<file path="config.mk">
export PLATFORM = sky130hd
export DESIGN_NAME = token_decoder
export DESIGN_NICKNAME = d
export VERILOG_FILES = /design/src/rtl/token_decoder.sv
export SDC_FILE = /design/constraint.sdc
export NUM_CORES = 1
export LEC_CHECK = 0
export ABC_AREA = 1
export CAP_MARGIN = 20
export CORE_UTILIZATION = 57
export DETAILED_ROUTE_END_ITERATION = 8
export GPL_ROUTABILITY_DRIVEN = 0
export HOLD_SLACK_MARGIN = 0.08
export PLACE_DENSITY = 0.83
export SYNTH_ARGS = -nofsm -noshare
export SYNTH_HDL_FRONTEND = slang
export SYNTH_SLANG_ARGS = --single-unit
</file>
<file path="constraint.sdc">
create_clock -name clk -period 3.4 [get_ports clk]
set_clock_uncertainty 0.2 [all_clocks]
set_input_delay 0.68 -clock clk [delete_from_list [all_inputs] [get_ports clk]]
set_output_delay 0.68 -clock clk [all_outputs]
set_load 0.02 [all_outputs]
</file>
<file path="src/rtl/token_decoder.sv">
// Token-ID to text decoder: walks a null-separated vocabulary SRAM per token and copies words to an output SRAM.
// Optional macro DECODER_SPACE_EN inserts a single 0x20 between consecutive words.
//
// state     | meaning
// ----------+-------------------------------------------------------------
// IDLE      | waiting for start
// TOK_RD    | token SRAM address presented, data arrives next cycle
// TOK_EVAL  | decide: terminator -> FINISH, else begin vocab walk
// VOC_RD    | vocab SRAM address presented, data arrives next cycle
// VOC_EVAL  | seek separators until target word, then copy its bytes
// FINISH    | write terminator, publish out_len, pulse done
module token_decoder #(
    parameter int ADDR_WIDTH = 4,
    parameter int DATA_WIDTH = 8
) (
    input  logic                  clk,
    input  logic                  rst,
    input  logic                  start,
    output logic                  busy,
    output logic                  done,
    output logic                  err_vocab,
    output logic                  err_ovf,
    output logic [ADDR_WIDTH-1:0] out_len,
    output logic [ADDR_WIDTH-1:0] tok_addr,
    input  logic [DATA_WIDTH-1:0] tok_data,
    output logic [ADDR_WIDTH-1:0] voc_addr,
    input  logic [DATA_WIDTH-1:0] voc_data,
    output logic [ADDR_WIDTH-1:0] out_addr,
    output logic [DATA_WIDTH-1:0] out_data,
    output logic                  out_we
);

    localparam logic [ADDR_WIDTH-1:0] LAST = '1;

    typedef enum logic [2:0] {
        S_IDLE,
        S_TOK_RD,
        S_TOK_EVAL,
        S_VOC_RD,
        S_VOC_EVAL,
        S_FINISH
    } state_t;

    state_t                state_q;
    logic [ADDR_WIDTH-1:0] tok_ptr_q;
    logic [ADDR_WIDTH-1:0] voc_ptr_q;
    logic [ADDR_WIDTH-1:0] out_ptr_q;
    logic [DATA_WIDTH-1:0] cnt_q;
    logic [DATA_WIDTH-1:0] target_q;
    logic                  busy_q;
    logic                  done_q;
    logic                  err_vocab_q;
    logic                  err_ovf_q;
    logic [ADDR_WIDTH-1:0] out_len_q;
    logic [ADDR_WIDTH-1:0] out_addr_q;
    logic [DATA_WIDTH-1:0] out_data_q;
    logic                  out_we_q;
`ifdef DECODER_SPACE_EN
    logic                  first_q;
`endif

    always_ff @(posedge clk) begin
        if (rst) begin
            state_q     <= S_IDLE;
            tok_ptr_q   <= '0;
            voc_ptr_q   <= '0;
            out_ptr_q   <= '0;
            cnt_q       <= '0;
            target_q    <= '0;
            busy_q      <= 1'b0;
            done_q      <= 1'b0;
            err_vocab_q <= 1'b0;
            err_ovf_q   <= 1'b0;
            out_len_q   <= '0;
            out_addr_q  <= '0;
            out_data_q  <= '0;
            out_we_q    <= 1'b0;
`ifdef DECODER_SPACE_EN
            first_q     <= 1'b0;
`endif
        end else begin
            out_we_q <= 1'b0;
            done_q   <= 1'b0;
            case (state_q)
                S_IDLE: begin
                    if (start) begin
                        tok_ptr_q   <= '0;
                        out_ptr_q   <= '0;
                        err_vocab_q <= 1'b0;
                        err_ovf_q   <= 1'b0;
                        busy_q      <= 1'b1;
`ifdef DECODER_SPACE_EN
                        first_q     <= 1'b1;
`endif
                        state_q     <= S_TOK_RD;
                    end
                end
                S_TOK_RD: state_q <= S_TOK_EVAL;
                S_TOK_EVAL: begin
                    if (tok_data == '0) begin
                        state_q <= S_FINISH;
                    end else begin
                        target_q  <= tok_data - 1'b1;
                        cnt_q     <= '0;
                        voc_ptr_q <= '0;
                        state_q   <= S_VOC_RD;
`ifdef DECODER_SPACE_EN
                        if (!first_q) begin
                            if (out_ptr_q == LAST) begin
                                err_ovf_q <= 1'b1;
                                state_q   <= S_FINISH;
                            end else begin
                                out_addr_q <= out_ptr_q;
                                out_data_q <= DATA_WIDTH'(8'h20);
                                out_we_q   <= 1'b1;
                                out_ptr_q  <= out_ptr_q + 1'b1;
                            end
                        end
`endif
                    end
                end
                S_VOC_RD: state_q <= S_VOC_EVAL;
                S_VOC_EVAL: begin
                    if (cnt_q < target_q) begin
                        if (voc_data == '0) cnt_q <= cnt_q + 1'b1;
                        if (voc_ptr_q == LAST) begin
                            err_vocab_q <= 1'b1;
                            state_q     <= S_FINISH;
                        end else begin
                            voc_ptr_q <= voc_ptr_q + 1'b1;
                            state_q   <= S_VOC_RD;
                        end
                    end else if (voc_data != '0 && out_ptr_q == LAST) begin
                        // last output slot is kept for the terminator
                        err_ovf_q <= 1'b1;
                        state_q   <= S_FINISH;
                    end else begin
                        if (voc_data != '0) begin
                            out_addr_q <= out_ptr_q;
                            out_data_q <= voc_data;
                            out_we_q   <= 1'b1;
                            out_ptr_q  <= out_ptr_q + 1'b1;
                        end
                        if (voc_data != '0 && voc_ptr_q != LAST) begin
                            voc_ptr_q <= voc_ptr_q + 1'b1;
                            state_q   <= S_VOC_RD;
                        end else begin
                            // word ends on a separator or at the top of the vocab
`ifdef DECODER_SPACE_EN
                            first_q <= 1'b0;
`endif
                            if (tok_ptr_q == LAST) begin
                                state_q <= S_FINISH;
                            end else begin
                                tok_ptr_q <= tok_ptr_q + 1'b1;
                                state_q   <= S_TOK_RD;
                            end
                        end
                    end
                end
                S_FINISH: begin
                    out_addr_q <= out_ptr_q;
                    out_data_q <= '0;
                    out_we_q   <= 1'b1;
                    out_len_q  <= out_ptr_q;
                    busy_q     <= 1'b0;
                    done_q     <= 1'b1;
                    state_q    <= S_IDLE;
                end
                default: state_q <= S_IDLE;
            endcase
        end
    end

    assign busy      = busy_q;
    assign done      = done_q;
    assign err_vocab = err_vocab_q;
    assign err_ovf   = err_ovf_q;
    assign out_len   = out_len_q;
    assign tok_addr  = tok_ptr_q;
    assign voc_addr  = voc_ptr_q;
    assign out_addr  = out_addr_q;
    assign out_data  = out_data_q;
    assign out_we    = out_we_q;

endmodule

</file>
# Word-level counts from Yosys, hierarchy flattened
# Index checks and enable logic that the tools add are counted.
# totals
ff_bits	52
latch_bits	0
ram_bits	0
rom_bits	0
inputBits	19
output_inout_bits	29
word_cells	113
memories	0
# op_classes
n_addsub	5
multipliers	0
div	0
magnitude_cmp	1
n_eq_ne	23
shift	0
muxes	50
bitwise_logic	1
n_reduce_logical	19
# op_table
operator	count
2-to-1 mux 4 bit	16
2-to-1 mux 8 bit	6
case mux 4 bit (2 select lines)	4
case mux 8 bit (2 select lines)	2
inequality test 2 bit (second input constant)	11
2-to-1 mux 3 bit	7
zero test 8 bit	2
AND reduction 4 bit	4
case mux 3 bit (5 select lines)	1
adder 4 x 1 -> 4 bit (second input constant)	3
equality test 4 bit (second input constant)	3
2-to-1 mux 1 bit	10
AND reduction 5 bit	2
inequality test 3 bit (second input constant)	3
adder 8 x 1 -> 8 bit (second input constant)	1
less-than comparator 8 bit	1
case mux 1 bit (2 select lines)	4
nonzero test 2 bit	4
nonzero test 8 bit	1
subtractor 8 x 1 -> 8 bit (second input constant)	1
equality test 3 x 2 -> 1 bit (second input constant)	2
equality test 3 bit (second input constant)	2
AND reduction 6 bit	1
inequality test 4 bit (second input constant)	1
other kinds (5)	7

# Logic depth before layout (Yosys ltp)
# logic_depth
word_depth	6
depth_mapped	14
ltp_nobuf	14

# Worst setup path before layout
# Ideal clock, no wire load.
# synth_path
path_kind	input to register
start	input tok_data[0]
end	register cnt_q[5]
arrival_time_ns	1.808
required_time_ns	3.068
slack_ns	1.260
cell_stages	11
path_buffers	0
cell_sequence	inv_1 > ha_1 > nand3_1 > nor2_2 > nand2_1 > o21ai_2 > nand2_4 > nand3b_4 > inv_2 > nand2_1 > a21oi_1
# synth_via
elab_chain_len	3
# synth_rtl
item	line	source
from (decl)	25	input logic [DATA_WIDTH-1:0] tok_data,
zero test 8 bit	100	if (tok_data == '0) begin
inequality test 2 bit (no source line)	--	
AND reduction 4 bit (no source line)	--	
to (signal assigned)	125	if (voc_data == '0) cnt_q <= cnt_q + 1'b1;
to (decl)	48	logic [DATA_WIDTH-1:0] cnt_q;
# Every way passes these cells.
# A chain may end at the register's enable or synchronous reset.

# Final worst setup path
# layout_path
start	input tok_data[0]
end	register cnt_q[4]
# Same word-level chain as after synthesis.

==> results.txt <==
initial antenna violation count: 0
vias in the first global route: 2369
Vias: 2580
hold-fix buffers at CTS: 0
Initial Utilization: 59.18%
first-pass GRT wire length: 10.27 mm
clock slew at reported path FFs: 0.09 ns
CTS tree: built
setup violators final: 0
Cell Rows: 25
core area: 0.004723 mm^2
RSZ-0062 raised after global routing: false
actual slew at the worst max-slew pin: 0.6433 ns
Yosys reg bits: 52
Boundary Pins: 48
predominant post-synthesis flop cell: dfxtp_1
register area share after synthesis: 37.24%
critical path, cell by cell: clkdlybuf4s50_1 > inv_1 > ha_1 > nand3_1 > nor2_2 > nand2_1 > o21ai_2 > nand2_4 > nand3b_4 > inv_2 > nand2_1 > a21oi_1
Avg WL per Cell: 12.10 um
drt first pass iters: 4
max incr delay on CP: 0.42 ns
fin crit share: 76.77%
commonest cells in the netlist: 86 x nand2_1, 52 x dfxtp_1, 45 x a21oi_1
final hold slack: 0.2474 ns
crit-path leading delay family: simple AND/OR/NAND/NOR gates
# port buffers: 47
Worst Setup End Kind: flop
power density over cell area: 403.0 mW/mm^2
worst hold path class: flop to flop
synthesized net count: 419
critical path fanouts, max: 8
share of layout cells above drive strength 1: 7.852%
met3 Usage GRT: 4.306%
final instance count without filler cells: 500
die area: 0.005188 mm^2
YS warnings: 0
post-route ant nets: 0
CP Class: input pin to flop
post-synth cell types: 36
grt ovf: 0
DRT iter0 DRCs: 182
Slowest cell on crit path: clkdlybuf4s50_1
Slew Viols, Final: 0
nets: 463
status: finished, final reports clean
Clock Latency Late Sink: 0.31 ns
share of the synthesized area in the top cell type: 37.24%
Root Driver: clkbuf_8
Bufs on Longest Clock Path: 2
WP data arrival: 2.60 ns
CTS buffer count: 5
Netlist Area Pre-Place: 0.002795 mm^2
Mapped Cells: 388
placed insts: 492
H-Tree Depth: 2
Async SR Flop Fraction: 0%
post-synth top area cell: dfxtp_1
grt met1 use: 32.28%
Mean Syn Cell Area: 7.204 um^2
pin count of the biggest net entering global routing: 28
# resized after CTS: 0
Top cell by count, worst path: nand2_1
buffers and inverters on the worst path: 3
Post-synth EDFFs: 0
Hold Fails Final Rpt: 0
Area Overhead vs Synth: 21.89%
post-DP HPWL: 4.353 mm
gr busiest metal: met2
Routed WL: 6.051 mm
die width: 72.03 um
fmax: 383.1 MHz
Leak Pwr: 1.359 nW
peak supply drop: 0.2532 mV
# fillers: 397
TritonCTS sink count: 52
GR Util All Layers: 24.76%
Startpoint Class: input pin
top post-synthesis cells by area: dfxtp_1 37%, nand2_1 12%, a21oi_1 8.1%
postcts setup bufs: 0
Antenna Cells: 0
DRC Markers: 0
GR met2 Demand/Resource: 41.82%
Crit path required time: 3.39 ns
total negative setup slack: 0 ns
Rel. slew slack: 56.99%
Die Ht: 72.03 um
Max Cap Viol: 0
most frequent cell after synthesis: nand2_1
fin crit period: 2.610 ns
DR vias/cell: 5.160
==> through the flow <==
| step | total power [mW] | utilization, % | area, um^2 | setup slack [ns] |
|---|---|---|---|---|
| after CTS | 1.376 | 72.13 | 3407 | 0.8122 |
| after global placement | 0.9416 | 69.67 | 3291 | 0.5862 |
| after floorplan | 0.8679 | - | 2795 | 1.260 |
| after detailed placement | 0.9515 | 69.67 | 3291 | 0.4937 |
| after global routing | 1.435 | 72.13 | 3407 | 0.5962 |
| final | 1.373 | 72.13 | 3407 | 0.7900 |
==> routing by layer <==
layer / vias to the layer above / routed length, um
li1: 1352 / -
met3: 8 / 223
met5: - / 0
met2: 53 / 2820
met4: 0 / 87
met1: 1167 / 2919
==> cell usage in the layout, fill, tap and decap left out, types with 3 or more instances in the layout <==
master / n
nand2_1: 86
dfxtp_1: 52
clkdlybuf4s50_1: 47
a21oi_1: 45
inv_1: 44
nor2_1: 36
nand3_1: 19
o21ai_0: 19
ha_1: 12
nand4_1: 11
xor2_1: 9
nor3_1: 7
nand2_4: 5
clkbuf_8: 5
nand2_2: 4
inv_2: 3
==> area by class of cell <==
| cell class | instances | area [um^2] | share of cell area, % |
|---|---|---|---|
| timing repair buffer | 49 | 485.5 | 14.25 |
| clock inverter | 3 | 47.55 | 1.396 |
| multi-input combinational | 275 | 1494 | 43.85 |
| sequential | 52 | 1041 | 30.55 |
| clock buffer | 5 | 68.82 | 2.020 |
| inverter | 49 | 186.4 | 5.472 |
| tap | 67 | 83.83 | 2.461 |
==> worst register-to-register path: stages (launching register included) <==
cell and delay (ns):
dfxtp_1 0.36, inv_1 0.05, ha_1 0.27, nand2_1 0.07
nor2_1 0.16, nand2_2 0.11, nand3_1 0.12, nand4_2 0.28
o21ai_0 0.29, nor2_1 0.07
==> cells by family (layout without fill, tap and decap cells) <==
family          after synthesis  in the layout  share of synthesized area [%]
xor+xnor                     11             11                          3.447
fa+ha+maj                    12             12                          5.371
flops                        52             52                          37.24
buf+inv                      61            106                          9.311
simple gates                180            180                          30.75
compound gates               72             72                          13.88
==> flip-flops by register name, indices dropped and copies added (netlist names) <==
name       cells
busy           1
err_ovf        1
out_data       8
state_q        3
err_vocab      1
cnt_q          8
done           1
out_ptr_q      4
voc_addr       4
tok_addr       4
target_q       8
out_we         1
out_addr       4
out_len        4
==> path summary, 6_finish.rpt <==
path | from | to | slack (ns) | depth (start not counted)
setup / recovery | tok_data[0] | cnt_q[4]$_SDFFE_PP0P_ | 0.79 | 12
hold / removal | out_len[2]$_SDFFE_PP0P_ | out_len[2]$_SDFFE_PP0P_ | 0.25 | 2
setup reg to reg | target_q[6]$_SDFFE_PP0P_ | out_addr[2]$_SDFFE_PP0P_ | 1.33 | 9
hold reg to reg | out_len[2]$_SDFFE_PP0P_ | out_len[2]$_SDFFE_PP0P_ | 0.25 | 2
==> report_power, final <==
| group | leakage (nW) | internal (mW) | total, mW | switching, mW |
|---|---|---|---|---|
| clock | 0.0583 | 0.222 | 0.432 | 0.210 |
| sequential | 0.421 | 0.638 | 0.663 | 0.0252 |
| combinational | 0.879 | 0.108 | 0.278 | 0.171 |
Power figures use the tool's default switching activity.
